<file path="src/rtl/cpu_ctrl_fsm_p.sv">
// ---------------------------------------------------------------------------
// cpu_ctrl_fsm_p
// Parametrised controller FSM for the simple CPU: sequences fetch, decode and
// execute, handshakes data memory through D_ack with a bounded wait, and
// supports jump, HALT/resume and a sticky ERROR state.
//
// Optional feature macro: CPU_CTRL_MUL_EN
//   defined   -> opcode 8 executes MUL (alu_op = 2'b11)
//   undefined -> no MUL state, opcode 8 is illegal and goes to ERROR
//
// Parameters
//   RF_AW   register-file address width (instruction width = 4 + 3*RF_AW)
//   D_AW    data-memory address width (must not exceed 2*RF_AW)
//   MEM_TO  maximum D_ack wait cycles before ERROR (>= 1)
//
// Ports
//   clk, rst_n                          clock, async active-low reset
//   instruction                         IR contents (opcode/ra/rb/rc/d/k)
//   RF_Rp_zero                          Rp read port is zero (for JZ)
//   D_ack                               data memory finished access
//   run                                 resume from HALT
//   PC_clr, PC_inc, PC_ld               program counter controls
//   I_rd, IR_ld                         instruction read / IR load
//   D_addr, D_rd, D_wr                  data-memory address and strobes
//   RF_W_data, RF_s                     constant data / write-data select
//   RF_W_addr, RF_Rp_addr, RF_Rq_addr   register addresses
//   RF_W_wr, RF_Rp_rd, RF_Rq_rd         register-file enables
//   alu_op                              00 none, 01 add, 10 sub, 11 mul
//   halted, err                         status: in HALT / in ERROR
//
// Outputs are decoded from the current state and instruction; only RF_W_wr
// in LOAD additionally depends on D_ack.
// ---------------------------------------------------------------------------
module cpu_ctrl_fsm_p #(
    parameter int unsigned RF_AW  = 4,
    parameter int unsigned D_AW   = 8,
    parameter int unsigned MEM_TO = 15
) (
    input  logic                   clk,
    input  logic                   rst_n,
    input  logic [3*RF_AW+3:0]     instruction,
    input  logic                   RF_Rp_zero,
    input  logic                   D_ack,
    input  logic                   run,
    output logic                   PC_clr,
    output logic                   PC_inc,
    output logic                   PC_ld,
    output logic                   I_rd,
    output logic                   IR_ld,
    output logic [D_AW-1:0]        D_addr,
    output logic                   D_rd,
    output logic                   D_wr,
    output logic [2*RF_AW-1:0]     RF_W_data,
    output logic [1:0]             RF_s,
    output logic [RF_AW-1:0]       RF_W_addr,
    output logic [RF_AW-1:0]       RF_Rp_addr,
    output logic [RF_AW-1:0]       RF_Rq_addr,
    output logic                   RF_W_wr,
    output logic                   RF_Rp_rd,
    output logic                   RF_Rq_rd,
    output logic [1:0]             alu_op,
    output logic                   halted,
    output logic                   err
);

    localparam int unsigned IW = 4 + 3*RF_AW;
    localparam int unsigned CW = $clog2(MEM_TO + 1);

    typedef enum logic [3:0] {
        S_INIT,
        S_FETCH,
        S_DECODE,
        S_LOAD,
        S_STORE,
        S_ADD,
        S_LOAD_CONST,
        S_SUB,
        S_JZ,
        S_JZ_JMP,
        S_JMP,
        S_HALT,
        S_ERROR
`ifdef CPU_CTRL_MUL_EN
        ,
        S_MUL
`endif
    } state_t;

    state_t          r_state;
    state_t          w_state_nxt;
    logic [CW-1:0]   r_wait;
    logic [CW-1:0]   w_wait_nxt;

    // Instruction field extraction
    logic [3:0]          w_opcode;
    logic [RF_AW-1:0]    w_ra;
    logic [RF_AW-1:0]    w_rb;
    logic [RF_AW-1:0]    w_rc;
    logic [D_AW-1:0]     w_d;
    logic [2*RF_AW-1:0]  w_k;
    logic                w_timeout;

    assign w_opcode = instruction[IW-1 -: 4];
    assign w_ra     = instruction[3*RF_AW-1 -: RF_AW];
    assign w_rb     = instruction[2*RF_AW-1 -: RF_AW];
    assign w_rc     = instruction[RF_AW-1:0];
    assign w_d      = instruction[D_AW-1:0];
    assign w_k      = instruction[2*RF_AW-1:0];

    // Memory wait has used its whole budget and still no acknowledge
    assign w_timeout = (r_wait == CW'(MEM_TO)) && !D_ack;

    // State and wait-counter registers
    always_ff @(posedge clk or negedge rst_n) begin
        if (!rst_n) begin
            r_state <= S_INIT;
            r_wait  <= '0;
        end else begin
            r_state <= w_state_nxt;
            r_wait  <= w_wait_nxt;
        end
    end

    // Next-state and output decode
    always_comb begin
        w_state_nxt = r_state;
        w_wait_nxt  = '0;
        PC_clr      = 1'b0;
        PC_inc      = 1'b0;
        PC_ld       = 1'b0;
        I_rd        = 1'b0;
        IR_ld       = 1'b0;
        D_addr      = '0;
        D_rd        = 1'b0;
        D_wr        = 1'b0;
        RF_W_data   = '0;
        RF_s        = 2'b00;
        RF_W_addr   = '0;
        RF_Rp_addr  = '0;
        RF_Rq_addr  = '0;
        RF_W_wr     = 1'b0;
        RF_Rp_rd    = 1'b0;
        RF_Rq_rd    = 1'b0;
        alu_op      = 2'b00;
        halted      = 1'b0;
        err         = 1'b0;

        case (r_state)
            S_INIT: begin
                PC_clr      = 1'b1;
                w_state_nxt = S_FETCH;
            end

            S_FETCH: begin
                PC_inc      = 1'b1;
                I_rd        = 1'b1;
                IR_ld       = 1'b1;
                w_state_nxt = S_DECODE;
            end

            // Counter leaves DECODE at zero, so every LOAD/STORE starts fresh
            S_DECODE: begin
                case (w_opcode)
                    4'd0:    w_state_nxt = S_LOAD;
                    4'd1:    w_state_nxt = S_STORE;
                    4'd2:    w_state_nxt = S_ADD;
                    4'd3:    w_state_nxt = S_LOAD_CONST;
                    4'd4:    w_state_nxt = S_SUB;
                    4'd5:    w_state_nxt = S_JZ;
                    4'd6:    w_state_nxt = S_JMP;
                    4'd7:    w_state_nxt = S_HALT;
`ifdef CPU_CTRL_MUL_EN
                    4'd8:    w_state_nxt = S_MUL;
`endif
                    default: w_state_nxt = S_ERROR;
                endcase
            end

            // Register write happens only in the acknowledge cycle
            S_LOAD: begin
                D_addr    = w_d;
                D_rd      = 1'b1;
                RF_s      = 2'b01;
                RF_W_addr = w_ra;
                if (D_ack) begin
                    RF_W_wr     = 1'b1;
                    w_state_nxt = S_FETCH;
                end else if (w_timeout) begin
                    w_state_nxt = S_ERROR;
                end else begin
                    w_wait_nxt  = r_wait + CW'(1);
                end
            end

            S_STORE: begin
                D_addr     = w_d;
                D_wr       = 1'b1;
                RF_Rp_addr = w_ra;
                RF_Rp_rd   = 1'b1;
                if (D_ack) begin
                    w_state_nxt = S_FETCH;
                end else if (w_timeout) begin
                    w_state_nxt = S_ERROR;
                end else begin
                    w_wait_nxt  = r_wait + CW'(1);
                end
            end

            S_ADD: begin
                RF_Rp_addr  = w_rb;
                RF_Rq_addr  = w_rc;
                RF_Rp_rd    = 1'b1;
                RF_Rq_rd    = 1'b1;
                RF_W_addr   = w_ra;
                RF_W_wr     = 1'b1;
                alu_op      = 2'b01;
                w_state_nxt = S_FETCH;
            end

            S_SUB: begin
                RF_Rp_addr  = w_rb;
                RF_Rq_addr  = w_rc;
                RF_Rp_rd    = 1'b1;
                RF_Rq_rd    = 1'b1;
                RF_W_addr   = w_ra;
                RF_W_wr     = 1'b1;
                alu_op      = 2'b10;
                w_state_nxt = S_FETCH;
            end

`ifdef CPU_CTRL_MUL_EN
            S_MUL: begin
                RF_Rp_addr  = w_rb;
                RF_Rq_addr  = w_rc;
                RF_Rp_rd    = 1'b1;
                RF_Rq_rd    = 1'b1;
                RF_W_addr   = w_ra;
                RF_W_wr     = 1'b1;
                alu_op      = 2'b11;
                w_state_nxt = S_FETCH;
            end
`endif

            S_LOAD_CONST: begin
                RF_s        = 2'b10;
                RF_W_data   = w_k;
                RF_W_addr   = w_ra;
                RF_W_wr     = 1'b1;
                w_state_nxt = S_FETCH;
            end

            S_JZ: begin
                RF_Rp_addr  = w_ra;
                RF_Rp_rd    = 1'b1;
                w_state_nxt = RF_Rp_zero ? S_JZ_JMP : S_FETCH;
            end

            S_JZ_JMP, S_JMP: begin
                PC_ld       = 1'b1;
                w_state_nxt = S_FETCH;
            end

            S_HALT: begin
                halted = 1'b1;
                if (run) begin
                    w_state_nxt = S_FETCH;
                end
            end

            // Sticky: only reset leaves ERROR
            S_ERROR: begin
                err = 1'b1;
            end

            // Unused encodings fall into the safe sticky state
            default: begin
                w_state_nxt = S_ERROR;
            end
        endcase
    end

endmodule

</file>
<file path="config.mk">
export PLATFORM = sky130hd
export DESIGN_NAME = cpu_ctrl_fsm_p
export DESIGN_NICKNAME = d
export VERILOG_FILES = /design/src/rtl/cpu_ctrl_fsm_p.sv
export SDC_FILE = /design/constraint.sdc
export NUM_CORES = 1
export LEC_CHECK = 0
export CORE_UTILIZATION = 36
export DETAILED_ROUTE_END_ITERATION = 8
export HOLD_SLACK_MARGIN = 0.15
export PLACE_DENSITY = 0.81
export SETUP_SLACK_MARGIN = 0.02
export SLEW_MARGIN = 15
export SYNTH_ARGS = -nofsm -noshare
export SYNTH_HDL_FRONTEND = slang
export SYNTH_SLANG_ARGS = --single-unit
</file>
<file path="constraint.sdc">
create_clock -name clk -period 1.7 [get_ports clk]
set_input_delay 0.51 -clock clk [delete_from_list [all_inputs] [get_ports clk]]
set_output_delay 0.51 -clock clk [all_outputs]
set_load 0.01 [all_outputs]
</file>
After elaboration in Yosys (flattened, before gate mapping) --
Memory sizes are Yosys's and may differ from the RTL's. Cells that the tools add are included.
Storage, ports and cells: memories 1, input bits 21, ROM bits 32, memory bits (writable) 0, flip-flop bits (word level) 8, word-level logic and storage cells 59, latch bits 0
Operators by class: $lt $le $gt $ge 0, multiplexer cells 27, divide/modulo/power cells 0, multipliers 0, reduce and logical (&&, ||, !) cells 12, add/subtract/negate cells 1, bitwise operators 1, shifts and indexed selects 0, eq/ne operators 15
Memory list:
- (no name shown) | words 8, bits a word 4, rd ports 1, clocked after Yosys merged registers in 0, wr ports 0, RTL line 163 | case (w_opcode)
Operator list (count):
- $mux W4 | 10
- $pmux W4 S7 | 1
- $eq A4 B4 Y1 const B | 6
- $eq A4 B3 Y1 const B | 4
- $mux W8 | 2
- $mux W1 | 10
- $eq A4 B2 Y1 const B | 2
- $pmux W2 S2 | 2
- $pmux W4 S2 | 1
- $reduce_or A2 Y1 | 4
- $reduce_or A4 Y1 | 2
- $reduce_or A6 Y1 | 1
- $add A4 B1 Y4 const B | 1
- $eq A4 B1 Y1 const B | 1
- $logic_not A4 Y1 | 1
- $ne A3 B1 Y1 const B | 1
- $reduce_and A3 Y1 | 1
- $reduce_or A3 Y1 | 1
- $ne A2 B2 Y1 const B | 1
- $pmux W1 S2 | 1
- $logic_and A1 B1 Y1 | 1
- $logic_not A1 Y1 | 1
- $not A1 Y1 | 1

Depth between registers and ports, before layout --
depth after elaboration 5, depth in mapped cells 6

Least setup slack after synthesis --
OpenSTA, ideal clock, no wires.
path type reg2out, start point register r_state[1], end point output port I_rd, path slack -0.163 ns, path buffers 2, stages on the path, launching flop included 5, required time 1.190 ns, data arrival time 1.353 ns, path through dfrtp_1 -> buf_2 -> nand2b_1 -> nor3_1 -> buf_4
Between the ends: word-level cells in the longest chain between the ends 2
Ends and longest elaborated chain:
- start, declared | RTL line 89 | state_t r_state;
- start signal, assigned | RTL line 119 | r_state <= w_state_nxt;
- $eq A4 B1 Y1
- $mux W1
- end, declared | RTL line 48 | output logic I_rd,
Every way passes these cells.

Worst setup path in the final report --
start point register r_state[0], end point output port D_addr[7]
Between the ends: word-level cells in the longest chain between the ends 3, elaborated cells on any way between the ends 4, those cells by class eq/ne (2); mux (1); reduce/logical (1)
Ends and longest elaborated chain:
- $eq A4 B3 Y1 or $eq A4 B2 Y1 (tied branches) | RTL line 148 | case (r_state)
- $reduce_or A2 Y1 (no source line) (*)
- $mux W8 (*) | RTL line 148
- end, declared | RTL line 50 | output logic [D_AW-1:0] D_addr,
Every way passes the cells marked *; elsewhere a longest branch is shown, timed or not.

==> flow_summary.toml <==
[status]
status = "finished, violations left"
violations = "setup timing"

[global_route]
grt_max_degree = 13
grtUsageTotal_pct = 29.1
grt_pass1_wl_um = 6030
grt_pass1_vias = 1288
globalRouteOverflowTotal = 0
grt_antenna_before_repair = 0

[cts]
cts.clk_slew.worst_paths_ns = 0.06
numCtsBuffers = 3
clockBufferDepth = 2
htree_levels = 1
cts_tree = "done"
clock_latency_ns = 0.27
clkSinkCount = 8
cts_root_buffer = "clkbuf_4"
hold_buffers = 0

[worst_setup_path]
rr_worst_depth = 8
cp-start-kind = "register"
r2r_start = "r_state[2]"
worst_r2r_endpoint = "r_state[2]"
r2r_setup_slack_ns = 0.02
worstSetupStartpoint = "r_state[0]"
cp_data_arrival_time_ns = 1.66
cp_max_fo = 7
crit_type = "reg -> out"
worstPathRequired_ns = 1.19
crit_path_end = "D_addr[7]"
setup.worst_path.end_class = "output port"

[timing]
rsz0062_at_grt = "true"
slew_headroom_pct = 70.9
setup_slack_ns = -0.467
min_period_ns = 2.17
slew_violations = 0
finClkSkew_ns = 0.00286
setup-violations-final = 44
fmax_mhz = 461
timing.final.crit_share_pct = 127
hold_violations = 0
worstMarginPinSlew_ns = 0.434

[place]
place_inst = 241
io_buffer_count = 64
gp_congestion = 0.781
hpwl_um = 2720
place_area_um2 = 1900

[die]
pin_count = 65
start_util_pct = 38.6
fp-row-count = 18
die_area_um2 = 2920
die_w_um = 54.0
die_h_um = 54.0
core_area_um2 = 2520

[synth]
yosysTopAreaCell = "dfrtp_1"
yosysSeqAreaShare_pct = 20.5
ys.warnings.count = 0
synth-edff-count = 0
async_flop_share_pct = 100
ys_types = 39
ys_seq_elements = 8
synth_area_leaders = "dfrtp_1 21%, and2_1 9.0%, and3_1 7.7%, ha_1 5.1%, buf_4 3.9%"
syn_avg_cell_area_um2 = 7.67
syn_nets = 152
ys.flop_type = "dfrtp_1"
synth_area_um2 = 975
synth_cells = 127
synth_top_cell_area_share_pct = 20.5

[cells_and_area]
num-nets-final = 256
final_layout_size_suffix_gt1_share_pct = 68.7
finalInstanceArea_um2 = 2250
final_cell_mix = "39 x buf_6, 29 x buf_4, 17 x buf_2"
final_common_cell = "buf_6"
multi_input_area_um2 = 980
area_delta_synth_final_pct = 131
regArea_um2 = 204
fin_cells = 260
insertedDiodeCount = 0
fillCellCount = 118

[worst_hold_path]
hold_start = "r_wait[0]"
min_path_type = "reg -> reg"

[power_and_ir_drop]
fin_total_pwr_mw = 3.39
leakagePower_nw = 1.05
worst_ir_drop_vdd_mv = 1.10
p_per_area_nw_per_um2 = 1510

[detailed_routing]
dr.first_iter.drc_count = 25
wire_per_inst_um = 19.5
routed-via-count = 1489
route.detailed.drc = 0
via_per_inst = 5.73
antenna_left = 0
drt-pass1-iter-count = 4
drt-total-wl_um = 5070

[flow_run]
maxCapViolCount = 0
[flip-flops by register name, summed over array words and instances, names as in the netlist]
register and cells:
r_state 4, r_wait 4
[kinds of logic (layout without fill, tap and decap cells)]
logic type                 count (synthesis)  after routing  synth area share, %
AOI/OAI and AO/OA                         31             31                 21.3
xor gates and xnor gates                   2              2                 1.80
adders and majority gates                  4              4                 5.13
buffers and inverters                     16            118                 9.37
DFF                                        8              8                 20.5
muxes                                      1              1                 1.03
and+or+nand+nor                           65             66                 40.8
[where the power goes]
part | switching (mW) | internal (mW)
logic | 1.33 | 1.53
registers | 0.106 | 0.247
clock network | 0.0852 | 0.0908
total | 1.52 | 1.87
[synth_stat cells, drive strengths merged, types with 3 or more instances]
cell	n
and2	14
and3	12
buf	10
nand2	10
dfrtp	8
nor2	8
a21oi	6
o22ai	6
inv	5
nor3	5
a22oi	4
a31oi	4
ha	4
nand2b	3
nand3	3
o21ai	3
[worst min-delay path by stage]
stage               cells past startpoint    endpoint  slack [ns]
finish                                  1   r_wait[0]        0.46
detailed placement                      1   r_wait[0]        0.46
floorplan                               0  r_state[0]        0.21
global route                            1   r_wait[0]        0.50
global placement                        1   r_wait[0]        0.45
CTS                                     1   r_wait[0]        0.47
[metal layers]
layer	wire, µm	vias to the layer above	GRT usage (%)	share of wire [%]
met5	0	-	0	0
met4	171	0	12.8	3.4
met3	232	18	4.24	4.6
met2	2800	78	50.8	55
met1	1860	723	34.8	37
li1	-	670	-	-
[critical path: stages (launching register included)]
cell and delay (ns):
dfrtp_2 0.49, nor4b_4 0.33, or2_4 0.22, buf_6 0.12, and2_4 0.14, buf_6 0.09
[layout make-up]
class	count	area share, %
clock buffers	4	1.17
inverters	5	0.833
multi-input cells	104	43.5
flip-flops and latches	8	9.06
well taps	30	1.67
repair buffers	109	43.8
[through the flow]
stage | setup TNS [ns] | hold slack [ns] | setup WS (ns) | util, %
floorplan | -0.364 | 0.214 | -0.0455 | -
global placement | -20.53 | 0.446 | -0.617 | 75.4
detailed placement | -21.64 | 0.457 | -0.630 | 75.4
CTS | -10.80 | 0.466 | -0.395 | 80.5
global route | -15.81 | 0.497 | -0.538 | 89.3
finish | -13.43 | 0.464 | -0.467 | 89.3
[what timing repair did]
item                                   CTS  global route
gates cloned                             2             0
buffers inserted                        10             4
endpoints found under the hold margin    0             0
resized for setup                      210            61
pin swaps                               10            11
setup endpoints to repair               45            45
(Power assumes the default switching activity.)
